`config.mk`:
```
export PLATFORM = sky130hd
export DESIGN_NAME = fetch_ctrl
export DESIGN_NICKNAME = d
export VERILOG_FILES = /design/src/rtl/fetch_ctrl.sv
export SDC_FILE = /design/constraint.sdc
export NUM_CORES = 1
export LEC_CHECK = 0
export BUFFER_PORTS_ARGS = -buffer_cell sky130_fd_sc_hd__buf_2
export CELL_PAD_IN_SITES_DETAIL_PLACEMENT = 0
export CELL_PAD_IN_SITES_GLOBAL_PLACEMENT = 1
export CORE_ASPECT_RATIO = 1.2
export CORE_MARGIN = 2
export CORE_UTILIZATION = 40
export CTS_CLUSTER_DIAMETER = 80
export DETAILED_ROUTE_END_ITERATION = 8
export PLACE_DENSITY = 0.89
export REMOVE_ABC_BUFFERS = 1
export SLEW_MARGIN = 10
export SYNTH_ARGS = -nofsm -noshare
export SYNTH_HDL_FRONTEND = slang
export SYNTH_SLANG_ARGS = --single-unit
```
`constraint.sdc`:
```
create_clock -name clk -period 9 [get_ports clk]
set_clock_uncertainty 0.1 [all_clocks]
set_input_delay 0.45 -clock clk [delete_from_list [all_inputs] [get_ports clk]]
set_output_delay 0.45 -clock clk [all_outputs]
set_load 0.02 [all_outputs]
```
`src/rtl/fetch_ctrl.sv`:
```
// Fetch sequencer between the IF PC stage, instruction memory and decode: one outstanding
// request, small in-order instruction FIFO, wrong-path cancel. Optional counters: FETCH_PERF_EN.
module fetch_ctrl #(
    parameter int unsigned XLEN      = 32,
    parameter int unsigned BUF_DEPTH = 2
) (
    input  logic            clk,
    input  logic            reset,
    input  logic [XLEN-1:0] pc,
    output logic            if_ready_go,
    output logic            if_br_taken,
    output logic [XLEN-1:0] if_br_target,
    input  logic            pred_taken,
    input  logic [XLEN-1:0] pred_target,
    output logic            if_pred_taken,
    output logic [XLEN-1:0] if_pred_target,
    input  logic            ex_br_taken,
    input  logic [XLEN-1:0] ex_br_target,
    output logic            imem_req,
    output logic [XLEN-1:0] imem_addr,
    input  logic            imem_addr_ok,
    input  logic            imem_data_ok,
    input  logic [XLEN-1:0] imem_rdata,
    output logic            fs_valid,
    output logic [XLEN-1:0] fs_pc,
    output logic [XLEN-1:0] fs_inst,
    output logic            fs_pred_taken,
    input  logic            ds_allowin
`ifdef FETCH_PERF_EN
    ,
    output logic [31:0]     perf_stall_cnt,
    output logic [31:0]     perf_cancel_cnt
`endif
);

    localparam int unsigned PtrW = (BUF_DEPTH > 1) ? $clog2(BUF_DEPTH) : 1;
    localparam int unsigned CntW = PtrW + 1;

    typedef enum logic [1:0] {
        StBoot,
        StReq,
        StWait,
        StCancel
    } state_e;

    state_e            state_q, state_d;
    logic [CntW-1:0]   count_q;
    logic [PtrW-1:0]   rd_ptr_q, wr_ptr_q;
    logic [XLEN-1:0]   req_pc_q;
    logic              req_pred_q;

    logic [XLEN-1:0]   buf_pc   [BUF_DEPTH];
    logic [XLEN-1:0]   buf_inst [BUF_DEPTH];
    logic              buf_pred [BUF_DEPTH];

    logic              push, pop, flush, latch, discard;
    logic              fifo_nonempty;
    logic              has_room;

    assign fifo_nonempty = (count_q != '0);
    assign has_room      = (count_q < CntW'(BUF_DEPTH));

    // Predictor result goes straight through to the PC stage.
    assign if_pred_taken  = pred_taken;
    assign if_pred_target = pred_target;

    always_comb begin
        state_d      = state_q;
        if_ready_go  = 1'b0;
        if_br_taken  = 1'b0;
        if_br_target = '0;
        imem_req     = 1'b0;
        imem_addr    = '0;
        push         = 1'b0;
        pop          = 1'b0;
        flush        = 1'b0;
        latch        = 1'b0;
        discard      = 1'b0;

        if (reset) begin
            unique case (state_q)
                StBoot: begin
                    if_ready_go = 1'b1;
                    state_d     = StReq;
                end
                StReq: begin
                    if (has_room) begin
                        imem_req  = 1'b1;
                        imem_addr = pc;
                        if (imem_addr_ok) begin
                            if_ready_go = 1'b1;
                            latch       = 1'b1;
                            state_d     = StWait;
                        end
                    end
                end
                StWait: begin
                    if (imem_data_ok) begin
                        push    = 1'b1;
                        state_d = StReq;
                    end
                end
                StCancel: begin
                    if (imem_data_ok) begin
                        discard = 1'b1;
                        state_d = StReq;
                    end
                end
                default: state_d = StBoot;
            endcase

            pop = fifo_nonempty & ds_allowin;

            // A redirect overrides every other action of this cycle.
            if (ex_br_taken) begin
                if_br_taken  = 1'b1;
                if_br_target = ex_br_target;
                if_ready_go  = 1'b1;
                imem_req     = 1'b0;
                imem_addr    = '0;
                latch        = 1'b0;
                push         = 1'b0;
                pop          = 1'b0;
                flush        = 1'b1;
                case (state_q)
                    StWait: begin
                        discard = imem_data_ok;
                        state_d = imem_data_ok ? StReq : StCancel;
                    end
                    StCancel: state_d = imem_data_ok ? StReq : StCancel;
                    default:  state_d = StReq;
                endcase
            end
        end
    end

    assign fs_valid      = reset & fifo_nonempty & ~ex_br_taken;
    assign fs_pc         = fs_valid ? buf_pc[rd_ptr_q]   : '0;
    assign fs_inst       = fs_valid ? buf_inst[rd_ptr_q] : '0;
    assign fs_pred_taken = fs_valid & buf_pred[rd_ptr_q];

    always_ff @(posedge clk) begin
        if (!reset) begin
            state_q    <= StBoot;
            count_q    <= '0;
            rd_ptr_q   <= '0;
            wr_ptr_q   <= '0;
            req_pc_q   <= '0;
            req_pred_q <= 1'b0;
        end else begin
            state_q <= state_d;
            if (latch) begin
                req_pc_q   <= pc;
                req_pred_q <= pred_taken;
            end
            if (flush) begin
                count_q  <= '0;
                rd_ptr_q <= '0;
                wr_ptr_q <= '0;
            end else begin
                if (push) begin
                    wr_ptr_q <= wr_ptr_q + PtrW'(1);
                end
                if (pop) begin
                    rd_ptr_q <= rd_ptr_q + PtrW'(1);
                end
                case ({push, pop})
                    2'b10:   count_q <= count_q + CntW'(1);
                    2'b01:   count_q <= count_q - CntW'(1);
                    default: count_q <= count_q;
                endcase
            end
        end
    end

    // Storage needs no reset: entries are only visible while counted.
    always_ff @(posedge clk) begin
        if (push) begin
            buf_pc[wr_ptr_q]   <= req_pc_q;
            buf_inst[wr_ptr_q] <= imem_rdata;
            buf_pred[wr_ptr_q] <= req_pred_q;
        end
    end

    // Issue gating must keep the FIFO from ever overflowing.
    assert property (@(posedge clk) disable iff (!reset) push |-> has_room);

`ifdef FETCH_PERF_EN
    always_ff @(posedge clk) begin
        if (!reset) begin
            perf_stall_cnt  <= '0;
            perf_cancel_cnt <= '0;
        end else begin
            if (!fs_valid && (state_q != StBoot)) begin
                perf_stall_cnt <= perf_stall_cnt + 32'd1;
            end
            if (discard) begin
                perf_cancel_cnt <= perf_cancel_cnt + 32'd1;
            end
        end
    end
`else
    logic unused_discard;
    assign unused_discard = discard;
`endif

endmodule

```
==> results of run 1 <==
## Yosys cell counts (4+ instances only)
cell type and instances:
nand4_1 7, nand2_1 35, nor2_1 70, buf_4 36, clkbuf_1 22, and3_1 64, mux2i_1 66, o21ai_0 33
edfxtp_1 130, buf_2 12, clkbuf_2 4, nand3_1 26, dfxtp_1 40
## kinds of logic (layout without fill, tap and decap cells)
kind of cell               count (synthesis)  in the layout  synth area share (%)
and+or+nand+nor                          213            213                  14.9
DFF                                      170            170                  65.6
buffers and inverters                     80            277                  6.56
muxes                                     66             66                  9.21
AOI/OAI and AO/OA                         43             43                  3.30
xor gates and xnor gates                   2              2                 0.244
adders and majority gates                  1              1                 0.174
other                                      0              1                     0
## power by group
part	internal [mW]	total, mW	switching [mW]
Sequential	0.847	0.852	0.00452
Combinational	0.0333	0.0841	0.0508
Clock	0.438	0.728	0.291
Total	1.32	1.66	0.346
## registers in the layout, indices dropped and copies added (netlist names), named ones only
| signal | cells |
|---|---|
| rd_ptr_q | 1 |
| wr_ptr_q | 1 |
| req_pc_q | 32 |
| buf_inst | 64 |
| buf_pc | 64 |
| req_pred_q | 1 |
| state_q | 2 |
| count_q | 2 |
| buf_pred | 2 |
## cell usage in the layout (no fill, tap or decap), types with 2 or more instances in the layout
cell type   Yosys  routed
nor2_4          0       2
dfxtp_1        40      39
edfxtp_1      130     130
bufinv_16       0       2
and2_1          3       3
clkbuf_16       0      18
mux2i_1        66      66
and3_1         64      64
clkinvlp_4      0       2
o31ai_1         2       2
inv_1           3       3
buf_2          12     236
nor2_1         70      68
buf_4          36       6
inv_6           0       3
a21oi_1         2       2
nand2b_1        3       3
clkbuf_1       22       2
nand3_1        26      26
nand4_1         7       7
nand2_1        35      35
o21ai_0        33      33
## critical path: cells and delay by family
kind,cells,cell delay [ps]
buf+inv,2,1100
simple gates,3,1170
## per-stage QoR
step	utilization, %	area [sq um]	cells	power, mW	hold WS (ps)
floorplan	-	6710	498	0.901	325
global placement	46.9	8240	960	0.951	331
detailed placement	46.9	8240	960	0.953	338
CTS	50.3	8840	992	1.68	107
global route	50.3	8840	992	1.72	103
finish	50.3	8840	993	1.66	126
## worst max path at each step
| stage | from | end | slack [ps] |
|---|---|---|---|
| 2_1_floorplan | reset | buf_inst[0][0] | 4850 |
| 3_3_place_gp | reset | buf_inst[1][12] | 5710 |
| 3_5_place_dp | reset | buf_inst[1][16] | 5610 |
| 4_1_cts | reset | buf_pc[1][17] | 6060 |
| 5_1_grt | reset | buf_pc[1][17] | 5910 |
| 6_report | reset | buf_inst[1][16] | 6140 |
## cell type report
cell class	count	area share, %
multi-input cells	325	22.8
well taps	220	3.11
clock inverters	11	1.50
clock buffers	21	5.33
diodes	1	0.0283
inverters	3	0.127
repair buffers	242	13.9
flip-flops and latches	170	53.2
## routing by layer
metal | track usage (%) | vias up | wire (microns)
met4 | 4.34 | 2 | 173
met5 | 3.48 | - | 47
met1 | 21.1 | 2262 | 6930
met3 | 7.36 | 16 | 1580
li1 | - | 2396 | -
met2 | 26.7 | 232 | 7690
==> flow_summary.toml, run 1 <==
[floorplanning]
coreArea_sq_um = 17600
initial_core_util_pct = 40.8
pin_count = 301
row_count = 53
dieArea_sq_um = 19000
die_x_microns = 126
die_h_microns = 151

[worst_setup_path]
crit_required_ps = 8950
critical_path_class = "in -> reg"
crit_slowest_cell = "buf_4"
r2r_slack_ps = 6420
worstPathArrival_ps = 2800
start_kind = "primary input"
slowest_delay_ps = 610
path_cells = "buf_2, nor2b_4, nand4b_1, nor2_4, buf_4"
rr_startpoint = "count_q[1]"
r2r_end = "count_q[1]"
reg2regPathDepth = 6
cp_max_fo = 48
end_kind = "flop"

[logic_synthesis]
yosysTopAreaCellShare_pct = 54.5
ys_types = 34
synthCells = 575
syn_area_per_cell_sq_um = 12.5
yosysSeqAreaShare_pct = 65.6
ys_warn_count = 0
netlist_top_cells_area = "edfxtp_1 54%, dfxtp_1 11%, mux2i_1 9.2%"
synth_edf_count = 130
ys_async_sr_fraction_pct = 0
yosysTopAreaCell = "edfxtp_1"
syn-cell-area_sq_um = 7170
ys_seq_elements = 170
ys.flop_type = "edfxtp_1"

[finish]
drive_gt1_share_pct = 36.1
seqCellArea_sq_um = 4710
multi_input_area_sq_um = 2020
area_growth_pct = 23.4
fill_cells = 1594
nNetsFinal = 895

[sta]
report.final.slew_viol_count = 0
period_share_pct = 31.8
relSlewSlack_pct = 24.7
timing.fmax_mhz = 350
rsz0062_at_grt = "no"
setup_viol = 0
tns_ps = 0
tightest_slew_ps = 1130
fin_ws_ps = 6140
min_period_ps = 2860
hold_viol = 0

[place]
place_congestion = 0.750
dp_hpwl_microns = 11400
place_ws_ps = 5610
port_buffers = 236

[clock_tree]
clkLatencyLatePin_ps = 410
clock-sinks = 170
cts_resized = 0
max-clock-path-buffers = 2
cts_buffers = 17
cts_hold_buf = 0
cts_root_buffer = "clkbuf_16"
cts_tree = "done"
htree_levels = 4
path_clk_slew_ps = 60
post_cts_buffers = 0

[detailed_routing]
drt_first_pass_iters = 7
wl_microns = 16400
vias = 4908
wl_per_cell_microns = 16.5
ant_nets = 0
dr.first_iter.drc_count = 301
routed_via_density = 4.94
drc_errors = 0

[pwr]
peakVddDrop_mv = 0.119
powerDensity_nw_per_um2 = 188
p_leak_nw = 3.78

[status]
outcome = "finished, final reports clean"

[grt]
antenna_found_initial = 1
grt_util_all_layers_pct = 16.9
grt_pass1_wl_microns = 24500
grt_pass1_vias = 4592
grt_max_degree = 78
grt_overflow = 0

[hold_path]
hp-start = "imem_rdata[6]"
min_to = "buf_inst[1][6]"
min_path_cells = 1
hp-class = "in -> reg"

[run]
max_cap_violations = 0
Power figures use the tool's default switching activity.
==> run 2, diff against run 1 <==
--- a/config.mk
+++ b/config.mk
@@ -10,10 +10,10 @@
 export CELL_PAD_IN_SITES_GLOBAL_PLACEMENT = 1
 export CORE_ASPECT_RATIO = 1.2
 export CORE_MARGIN = 2
-export CORE_UTILIZATION = 40
+export CORE_UTILIZATION = 33
 export CTS_CLUSTER_DIAMETER = 80
 export DETAILED_ROUTE_END_ITERATION = 8
-export PLACE_DENSITY = 0.89
+export PLACE_DENSITY = 0.79
 export REMOVE_ABC_BUFFERS = 1
 export SLEW_MARGIN = 10
 export SYNTH_ARGS = -nofsm -noshare
==> constraint.sdc (replaced) <==
create_clock -name clk -period 2.32 [get_ports clk]
set_clock_uncertainty 0.1 [all_clocks]
set_input_delay 0.116 -clock clk [delete_from_list [all_inputs] [get_ports clk]]
set_output_delay 0.116 -clock clk [all_outputs]
set_load 0.02 [all_outputs]
==> run 2 against run 1 <==
First-iteration DRC count fell by 30%. Power rose to 4.0 times the previous value. Clock power rose to 3.9 times the previous value. Routed wire length rose by 8.4%. Combinational power rose to 5.1 times the previous value. Final cell count rose by 14%. Core utilization fell by 4.6 points. Worst setup slack got worse by 5900 ps. Largest cell class unchanged. Largest power group unchanged.
==> flow_summary.toml, run 2 (synthesized netlist as in run 1, its figures left out) <==
[worst_setup_path]
critical_path_class = "reg -> out"
worstPathArrival_ps = 1830
cp_max_fo = 54
start_kind = "flop"
crit_slowest_cell = "dfxtp_1"
reg2regPathDepth = 5
crit_required_ps = 2100
slowest_delay_ps = 390
r2r_slack_ps = 310
path_cells = "nor4b_4, buf_12, and3_1, buf_2"
rr_startpoint = "count_q[1]"
end_kind = "primary output"
r2r_end = "state_q[1]"

[sta]
setup_viol = 0
relSlewSlack_pct = 73.7
tightest_slew_ps = 395
report.final.slew_viol_count = 0
period_share_pct = 88.0
timing.fmax_mhz = 490
hold_viol = 0
min_period_ps = 2040
hold_ws_ps = 15.7
rsz0062_at_grt = "no"

[finish]
mostFrequentLayoutCells = "236 x buf_2, 130 x edfxtp_1, 75 x dlygate4sd3_1, 68 x nor2_1, 66 x mux2i_1"
area_growth_pct = 36.9
fin_util_pct = 45.7
nNetsFinal = 979
final_common_cell = "buf_2"
top_regs = "buf_inst x64, buf_pc x64, req_pc_q x32"
drive_gt1_share_pct = 33.9

[clock_tree]
cts_tree = "done"
path_clk_slew_ps = 70
cts_root_buffer = "clkbuf_16"
max-clock-path-buffers = 2
clock-sinks = 170
htree_levels = 4
cts_buffers = 17
post_cts_buffers = 0
clkLatencyLatePin_ps = 420

[hold_path]
min_to = "req_pc_q[10]"
min_path_cells = 3
hp-start = "imem_addr_ok"
hp-class = "in -> reg"

[floorplanning]
die_h_microns = 165
pin_count = 301
dieArea_sq_um = 22900
initial_core_util_pct = 33.4
row_count = 59
coreArea_sq_um = 21500
die_x_microns = 139

[detailed_routing]
drc_errors = 0
routed_via_density = 4.65
wl_per_cell_microns = 15.7
ant_nets = 0
dr.first_iter.drc_count = 212
vias = 5255
drt_first_pass_iters = 4
wl_microns = 17800

[grt]
antenna_found_initial = 1
grt_pass1_wl_microns = 27000
grt_pass1_vias = 5070
grt_max_degree = 112
grt_overflow = 0
grt_util_all_layers_pct = 15.3

[status]
outcome = "finished, final reports clean"

[pwr]
peakVddDrop_mv = 0.491
p_leak_nw = 4.16
powerDensity_nw_per_um2 = 673

[place]
port_buffers = 236
dp_hpwl_microns = 11700
place_congestion = 0.709

[run]
max_cap_violations = 0
-- run 2: changes by cell type in the layout (fill, tap and decap cells not counted), sizes merged --
cell         before  now
clkbuf           21   17
clkinvlp          2    0
dlygate4sd3       0   75
inv               8   14
buf             242  251
-- run 2: worst max path at each step --
stage                     startpoint              to  slack (ps)  cells past startpoint
after floorplan           state_q[1]  buf_inst[0][0]       -1620                      2
after global placement    count_q[1]     req_pc_q[9]         520                      4
after detailed placement  count_q[1]    req_pc_q[20]         470                      4
after CTS                       flop       fs_pc[23]         230                      4
after global routing      count_q[1]   imem_addr[21]         160                      4
final                     count_q[1]   imem_addr[21]         280                      4
-- run 2: worst max-delay path: cells and delay by family, from the launching register on --
kind,cells,cell delay (ps)
simple gates,2,570
buf+inv,2,440
flops,1,390
-- run 2: final cells by class --
cell class                 instances  area (sq um)
inverter                           3          11.3
clock buffer                      17           425
clock inverter                    15           178
sequential                       170          4710
antenna                            1          2.50
timing repair buffer             326          2130
fill                            1993         11700
tap                              274           343
multi-input combinational        325          2020
-- run 2: per-stage QoR --
step	cells	total power, mW	setup TNS (ps)	instance area [sq um]	worst slack (ps)
4_1_cts	1130	6.68	0	9810	232
2_1_floorplan	498	3.50	-277320	6710	-1620
6_report	1131	6.60	0	9820	277
5_1_grt	1131	6.84	0	9820	159
3_5_place_dp	1023	3.71	0	8460	475
3_3_place_gp	1023	3.70	0	8460	521
-- run 2: per-layer routing --
metal / wire (microns) / share of wire [%] / vias to the layer above / global-route usage, %
met3: 1600 / 9.0 / 16 / 6.11
li1: - / - / 2572 / -
met1: 7660 / 43 / 2438 / 19.0
met5: 0 / 0 / - / 1.32
met4: 196 / 1.1 / 0 / 5.15
met2: 8340 / 47 / 229 / 24.3
-- run 2: repair_timing --
item	CTS	global route
hold buffers	75	0
endpoints found under the setup margin	0	0
hold endpoints to repair	102	0
gates resized for setup	0	0
-- run 2: power breakdown --
part	internal [mW]	total [mW]	switching, mW
combinational	0.216	0.433	0.217
clock	1.63	2.87	1.24
sequential	3.28	3.30	0.0165
==> run 3, diff against run 2 <==
--- a/config.mk
+++ b/config.mk
@@ -13,6 +13,7 @@
 export CORE_UTILIZATION = 33
 export CTS_CLUSTER_DIAMETER = 80
 export DETAILED_ROUTE_END_ITERATION = 8
+export HOLD_SLACK_MARGIN = 0.08
 export PLACE_DENSITY = 0.79
 export REMOVE_ABC_BUFFERS = 1
 export SLEW_MARGIN = 10
==> run 3 against run 2 <==
Core utilization is 0.14 points higher. Final cell count up 0.27%. First-iteration DRC count grew 18%. Worst hold slack better by 94 ps. Critical path depth unchanged. Worst setup slack got worse by 2.4 ps. Die area stayed put. Power about the same. Register-to-register slack barely moved. Global-route usage barely moved. Non-clock buffer count up 3. Highest routed layer unchanged.
==> flow_summary.toml, run 3 (synthesized netlist as in run 1, its figures left out) <==
[status]
outcome = "finished, final reports clean"

[finish]
mostFrequentLayoutCells = "236 x buf_2, 130 x edfxtp_1, 78 x dlygate4sd3_1, 68 x nor2_1, 66 x mux2i_1"
fill_cells = 1994
drive_gt1_share_pct = 33.8
top_regs = "buf_inst x64, buf_pc x64, req_pc_q x32"
final_common_cell = "buf_2"
area_growth_pct = 37.3
nNetsFinal = 982

[worst_setup_path]
crit_required_ps = 2100
reg2regPathDepth = 5
startpoint = "count_q[1]"
start_kind = "flop"
end_kind = "primary output"
r2r_slack_ps = 310
crit_path_end = "imem_addr[21]"
r2r_end = "state_q[1]"
cp_max_fo = 54
critical_path_class = "reg -> out"
worstPathArrival_ps = 1830
rr_startpoint = "count_q[1]"

[floorplanning]
die_x_microns = 139
coreArea_sq_um = 21500
die_h_microns = 165
initial_core_util_pct = 33.4
pin_count = 301
dieArea_sq_um = 22900
row_count = 59

[pwr]
p_int_mw = 5.14
p_leak_nw = 4.17
power.switching_mw = 1.47
power_frac_comb_pct = 6.6
power_frac_clock_pct = 43.4
peakVddDrop_mv = 0.489
sequentialPowerShare_pct = 50.0
powerDensity_nw_per_um2 = 671
switching_share_pct = 22.2

[clock_tree]
htree_levels = 4
clkLatencyLatePin_ps = 420
cts_root_buffer = "clkbuf_16"
clock-sinks = 170
cts_tree = "done"
max-clock-path-buffers = 2
post_cts_buffers = 0
path_clk_slew_ps = 70
cts_buffers = 17
cts_resized = 0
cts_hold_buf = 78

[hold_path]
hp-class = "in -> reg"

[detailed_routing]
routed_via_density = 4.65
met3WireLength_microns = 1630
drc_errors = 0
wl_microns = 17800
wl_met2_microns = 8350
drt_first_pass_iters = 4
ant_nets = 0
highest_layer = "met4"
wl_per_cell_microns = 15.7
dr.first_iter.drc_count = 250
vias = 5272
met1_length_microns = 7620

[grt]
grt_pass1_wl_microns = 27100
grt_pass1_vias = 5090
antenna_found_initial = 1
grt_util_all_layers_pct = 15.3
grt_max_degree = 112
grt_overflow = 0

[run]
max_cap_violations = 0

[sta]
relSlewSlack_pct = 73.8
period_share_pct = 88.1
tns_ps = 0
rsz0062_at_grt = "no"
hold_ws_ps = 110
tightest_slew_ps = 393
hold_viol = 0
min_period_ps = 2040
timing.fmax_mhz = 489
report.final.slew_viol_count = 0
setup_viol = 0

[place]
dp_hpwl_microns = 11700
place_congestion = 0.709
port_buffers = 236
run 3: changes by cell type in the layout (fill, tap and decap cells not counted), sizes merged:
cell	previous run	this run
dlygate4sd3	75	78
run 3: power by group through the flow:
stage / clock (mW) / combinational (mW) / sequential, mW
2_1_floorplan: 0 / 0.130 / 3.37
3_3_place_gp: 0 / 0.335 / 3.37
3_5_place_dp: 0 / 0.339 / 3.37
4_1_cts: 2.95 / 0.437 / 3.30
5_1_grt: 3.06 / 0.475 / 3.30
6_report: 2.87 / 0.436 / 3.30
run 3: cell type report:
cell class | instances | area (sq um) | share of cell area, %
Sequential cell | 170 | 4710 | 47.8
Timing Repair Buffer | 329 | 2160 | 22.0
Multi-Input combinational cell | 325 | 2020 | 20.5
Clock buffer | 17 | 425 | 4.32
Tap cell | 274 | 343 | 3.48
Clock inverter | 15 | 178 | 1.80
Inverter | 3 | 11.3 | 0.114
Antenna cell | 1 | 2.50 | 0.0254
run 3: critical path, stage by stage (launching register included):
cell,delay [ps]
dfxtp_1,390
nor4b_4,370
buf_12,270
and3_1,200
buf_2,170
run 3: through the flow:
stage	utilization [%]	power, mW	setup WS [ps]	cells	area [sq um]
floorplan	-	3.50	-1620	498	6710
global placement	39.4	3.70	521	1023	8460
detailed placement	39.4	3.71	475	1023	8460
CTS	45.8	6.69	232	1133	9840
global route	45.8	6.84	159	1134	9850
finish	45.8	6.60	275	1134	9850
run 3: worst min path at each step:
| stage | endpoint | cells past startpoint | slack, ps | start |
|---|---|---|---|---|
| 3_3_place_gp | if_pred_target[9] | 0 | 130 | pred_target[9] |
| 6_report | flop | 4 | 110 | reset |
| 5_1_grt | flop | 4 | 130 | reset |
| 2_1_floorplan | buf_inst[0][0] | 0 | 110 | imem_rdata[0] |
| 3_5_place_dp | if_pred_target[9] | 0 | 130 | pred_target[9] |
| 4_1_cts | flop | 4 | 100 | reset |
run 3: metal layers:
metal	vias to the layer above	track usage (%)
met5	-	1.32
met4	0	5.15
li1	2579	-
met3	15	6.11
met1	2453	19.0
met2	225	24.3
